### src/rtl/siso_shift_ctrl.sv
// Serializes a parallel word MSB-first into an external DEPTH-flop SISO chain,
// reassembles the returned stream and flags any difference from the word sent.
module siso_shift_ctrl #(
   parameter int WIDTH = 8,
   parameter int DEPTH = 4
) (
   input  logic             clk,
   input  logic             rst,
   input  logic             in_valid,
   input  logic [WIDTH-1:0] in_data,
   output logic             in_ready,
   input  logic             abort,
   output logic             sio_en,
   output logic             sio_din,
   input  logic             sio_dout,
   output logic [WIDTH-1:0] rx_data,
   output logic             rx_valid,
   output logic             mismatch,
   output logic             busy
);

   localparam int CW = $clog2(WIDTH + DEPTH);
   localparam logic [CW-1:0] SHIFT_LAST = CW'(WIDTH - 1);
   localparam logic [CW-1:0] FLUSH_LAST = CW'(WIDTH + DEPTH - 1);
   localparam logic [CW-1:0] CAP_FIRST  = CW'(DEPTH);

   typedef enum logic [1:0] {IDLE, SHIFT, FLUSH, DONE} state_e;

   state_e           state_q, state_d;
   logic [CW-1:0]    cnt_q, cnt_d;
   logic [WIDTH-1:0] tx_q, tx_d;
   logic [WIDTH-1:0] sh_q, sh_d;
   logic [WIDTH-1:0] rx_shift_q, rx_shift_d;
   logic [WIDTH-1:0] rx_hold_q, rx_hold_d;
   logic             mm_hold_q, mm_hold_d;
   logic             active, last;

   assign active = (state_q == SHIFT) || (state_q == FLUSH);
   assign last   = (state_q == FLUSH) && (cnt_q == FLUSH_LAST);

   always_ff @(posedge clk or posedge rst) begin
      if (rst) state_q <= IDLE;
      else     state_q <= state_d;
   end

   always_comb begin
      state_d = state_q;
      case (state_q)
         IDLE:  if (in_valid) state_d = SHIFT;
         SHIFT: if (abort) state_d = IDLE;
                else if (cnt_q == SHIFT_LAST) state_d = FLUSH;
         FLUSH: if (abort) state_d = IDLE;
                else if (cnt_q == FLUSH_LAST) state_d = DONE;
         DONE:  state_d = IDLE;
         default: state_d = IDLE;
      endcase
   end

   // Datapath: the counter is cleared on the final enabled cycle so it never wraps.
   always_comb begin
      cnt_d      = cnt_q;
      tx_d       = tx_q;
      sh_d       = sh_q;
      rx_shift_d = rx_shift_q;
      rx_hold_d  = rx_hold_q;
      mm_hold_d  = mm_hold_q;
      if (state_q == IDLE && in_valid) begin
         tx_d  = in_data;
         sh_d  = in_data;
         cnt_d = '0;
      end else if (active) begin
         cnt_d = (abort || last) ? '0 : cnt_q + CW'(1);
         sh_d  = {sh_q[WIDTH-2:0], 1'b0};
         if (cnt_q >= CAP_FIRST) rx_shift_d = {rx_shift_q[WIDTH-2:0], sio_dout};
      end else if (state_q == DONE) begin
         rx_hold_d = rx_shift_q;
         mm_hold_d = (rx_shift_q != tx_q);
      end
   end

   always_ff @(posedge clk or posedge rst) begin
      if (rst) begin
         cnt_q      <= '0;
         tx_q       <= '0;
         sh_q       <= '0;
         rx_shift_q <= '0;
         rx_hold_q  <= '0;
         mm_hold_q  <= 1'b0;
      end else begin
         cnt_q      <= cnt_d;
         tx_q       <= tx_d;
         sh_q       <= sh_d;
         rx_shift_q <= rx_shift_d;
         rx_hold_q  <= rx_hold_d;
         mm_hold_q  <= mm_hold_d;
      end
   end

   // In DONE the result comes straight from the capture register; elsewhere the held copy.
   always_comb begin
      in_ready = (state_q == IDLE);
      busy     = active;
      sio_en   = active;
      sio_din  = (state_q == SHIFT) && sh_q[WIDTH-1];
      rx_valid = (state_q == DONE);
      rx_data  = (state_q == DONE) ? rx_shift_q : rx_hold_q;
      mismatch = (state_q == DONE) ? (rx_shift_q != tx_q) : mm_hold_q;
   end

endmodule
### config.mk
export PLATFORM = sky130hd
export DESIGN_NAME = siso_shift_ctrl
export DESIGN_NICKNAME = d
export VERILOG_FILES = /design/src/rtl/siso_shift_ctrl.sv
export SDC_FILE = /design/constraint.sdc
export NUM_CORES = 1
export LEC_CHECK = 0
export ABC_AREA = 1
export CELL_PAD_IN_SITES_DETAIL_PLACEMENT = 1
export CELL_PAD_IN_SITES_GLOBAL_PLACEMENT = 2
export CORE_ASPECT_RATIO = 0.9
export CORE_MARGIN = 2
export CORE_UTILIZATION = 34
export DETAILED_ROUTE_END_ITERATION = 7
export HOLD_SLACK_MARGIN = 0.06
export PLACE_DENSITY = 0.95
export SLEW_MARGIN = 20
export SYNTH_ARGS = -nofsm -noshare
export SYNTH_HDL_FRONTEND = slang
export SYNTH_SLANG_ARGS = --single-unit
### constraint.sdc
create_clock -name clk -period 2.9 [get_ports clk]
set_input_delay 0.58 -clock clk [delete_from_list [all_inputs] [get_ports clk]]
set_output_delay 0.58 -clock clk [all_outputs]
set_load 0.01 [all_outputs]
==> metrics.md <==
| Metric | Value |
|---|---|
| Status | completed |
| Die boundary height | 75.3 microns |
| Number of antenna violations at the first check in global routing | 0 |
| RSZ-0062 raised after global routing | false |
| Netlist area before placement | between 1500 and 2000 sq um |
| Net total in the final layout | 287 |
| Kind of start point of the critical path | flip-flop |
| Multi-input gate area | 741 sq um |
| Skew-Pair Late Insertion Delay | about 300 ps |
| Average instance area after synthesis | 7.94 sq um |
| Post-route clock skew | 9.74 ps |
| Period utilization | 93.7% |
| Sequential cell area | 976 sq um |
| Global-route total usage across every layer | 15.5% |
| DP Wirelength | 3170 microns |
| Critical setup path kind | flip-flop to output pin |
| Top achievable clock speed | 368 MHz |
| Number of levels in the clock H-tree | 2 |
| Static leakage | 1.10 nW |
| Setup TNS | 0 ps |
| Total congestion overflow after global routing | 0 |
| Placeable core region | 5350 sq um |
| Post-Place Worst Slack | 523 ps |
| Clock group share of total power | 16.2% |
| DRC violation total after the first TritonRoute iteration | roughly 70 |
| Number of global-route vias before repair | 1613 |
| Share of the yosys chip area belonging to registers | 50.8% |
| Commonest cells after routing, fill and taps aside | nand2_1, o21ai_0, dfrtp_1 |
| Count of non-filler cells in the finished layout | ~340 |
| Fraction of power spent switching nets | 42.0% |
| Final worst path period need | between 2000 and 3000 ps |
| # fillers | 661 |
| Rows | 25 |
| Top-Level Pins | 27 |
| Data required time of the critical path | 2320 ps |
| Effective utilization at floorplan | 35.9% |
| Width of the die | 83.3 microns |
| Synthesized net count | 260 |
| Final Max Slew Viols | 0 |
| First-pass GRT wire length | 7680 microns |
| Worst slew margin | 58.6% |
| Worst-Margin Slew | 619 ps |
| Final setup margin | about 180 ps |
| Layout cell share with drive strength beyond 1 | 5.93% |
| Largest fanout on the critical path | 12 |
| Clock root buffer | clkbuf_8 |
| Count of maximum capacitance violations | 0 |
| Area overhead of the layout relative to synthesis | 20.6% |
| Largest net degree at the start of global routing | 40 |
| Detailed Routing Iterations Pass 1 | 4 |
| Worst-case clock buffer depth | 2 |
| Number of buffers added on ports | 26 |
| Placer congestion estimate | 0.829 |
| Clock transition at path regs | 80 ps |
| Clock tree from TritonCTS | built |
| Antenna Violating Nets Remaining | 0 |
| Placed cell count | about 330 |
| Switching power of the nets | 977 uW |
| Post-Route WL | roughly 4400 microns |
| Area enclosed by the die boundary | 6270 sq um |
| Internal power | about 1.3 mW |
| Ys Warns | 0 |
| Most common library cell in the layout ignoring fill and taps | nand2_1 |
| Util after Layout | 43.3% |
| Post-CTS Hold Fix Bufs | 0 |
| Count of distinct cell types in the synthesized netlist | 23 |
| Clock buffers created by TritonCTS | 5 |
| Post-CTS setup buffer count | 0 |
| Arrival time at the worst endpoint | 2140 ps |
| Worst hold slack | 514 ps |
| Endpoint class of the critical path | output pin |
| Peak ir drop on the vdd network | 454 uV |
| CTS-repair resized insts | 0 |
| Via total after detailed routing | between 1500 and 2000 |
| Synthesis-stage register bit count | 39 |
| WL/cell | around 13 microns |
| Antenna diode instance count | 0 |
| Power density cells | 1000 nW/um^2 |
| Sequential cell fraction of total power | between 30% and 40% |
| Min-delay worst type | flip-flop to flip-flop |
| Number of hold violations in the final report | 0 |
| TritonCTS sink count | 39 |
| Comb power frac | a little under half |
| Cell count after synthesis | around 240 |
| Number of failing setup endpoints in the final timing report | 0 |
| Number of vias per cell after detailed routing | 4.75 |
| Post-detailed-route DRC marker count | 0 |
==> Yosys cell counts <==
library cell  number  share of area (%)
a21oi_1            5                1.3
a31oi_1            1               0.33
buf_2              4                1.0
buf_4              3                1.2
buf_6              1               0.59
clkbuf_2           1               0.26
dfrtp_1           39                 51
ha_1               5                3.3
inv_1             37                7.2
inv_2              2               0.39
nand2_1           69                 13
nand2_2            1               0.33
nand3_1            3               0.78
nor2_1            14                2.7
nor2_4             1               0.59
nor3_1             2               0.52
o211ai_1           1               0.39
o211ai_2           1               0.65
o21ai_0           40                 10
o21ai_1            8                2.1
o22ai_1            1               0.33
xnor2_1            1               0.46
xor2_1             2               0.91
==> per-layer routing <==
| layer | vias to the layer above | global-route usage, % | wire, microns |
|---|---|---|---|
| met5 | - | 0 | 0 |
| met4 | 0 | 5.46 | 60 |
| met3 | 7 | 3.68 | 170 |
| met2 | 24 | 26.5 | 2090 |
| met1 | 766 | 19.7 | 2080 |
| li1 | 805 | - | - |
==> sequential cells by signal (all words and copies together), names as in the netlist <==
| register | cells |
|---|---|
| rx_hold_q | 8 |
| mm_hold_q | 1 |
| tx_q | 8 |
| state_q | 2 |
| sh_q | 8 |
| cnt_q | 4 |
| rx_shift_q | 8 |
==> final cells by class <==
type                    count  area share [%]
flip-flops and latches     39            42.1
multi-input cells         155            31.9
repair buffers             29            12.2
inverters                  39            6.31
well taps                  67            3.62
clock buffers               5            2.97
clock inverters             3           0.863
==> worst max-delay path, stage by stage (launching register included) <==
cell and delay [ps]:
dfrtp_1 420, ha_1 400, o21ai_0 150, nor3_1 280, a21oi_1 110, clkdlybuf4s50_1 480
==> power by group through the flow <==
stage	combinational (mW)	clock (mW)	sequential, mW
2_1_floorplan	0.746	0	0.858
3_3_place_gp	1.03	0	0.894
3_5_place_dp	1.06	0	0.909
4_1_cts	1.07	0.385	0.900
5_1_grt	1.22	0.403	0.919
6_report	1.05	0.377	0.897
==> cells by family (layout without fill, tap and decap cells) <==
kind of cell	Yosys count	in the layout	synth area share (%)
AO/OA/AOI/OAI	57	57	15.5
XOR/XNOR	3	3	1.37
adder cells (fa/ha/maj)	5	5	3.26
buffers and inverters	48	76	10.7
flip-flops	39	39	50.8
AND/OR/NAND/NOR	90	90	18.4
==> path summary, 6_finish.rpt <==
kind / startpoint / end / slack, ps / cells past startpoint
max: state_q[1] / mismatch / 180 / 5
max reg2reg: state_q[0] / rx_hold_q[6] / 1120 / 7
min reg2reg: sh_q[6] / sh_q[6] / 510 / 2
min in group asynchronous: rst / mm_hold_q / 700 / 3
min: sh_q[6] / sh_q[6] / 510 / 2
max in group asynchronous: rst / rx_shift_q[6] / 1840 / 3
==> metrics by stage <==
| stage | power, mW | instance area, sq um |
|---|---|---|
| after floorplan | 1.60 | 1920 |
| after CTS | 2.35 | 2320 |
| after global routing | 2.54 | 2320 |
| final | 2.32 | 2320 |
| after global placement | 1.93 | 2230 |
| after detailed placement | 1.97 | 2230 |
Note: power is estimated with default switching activity, not from simulation.
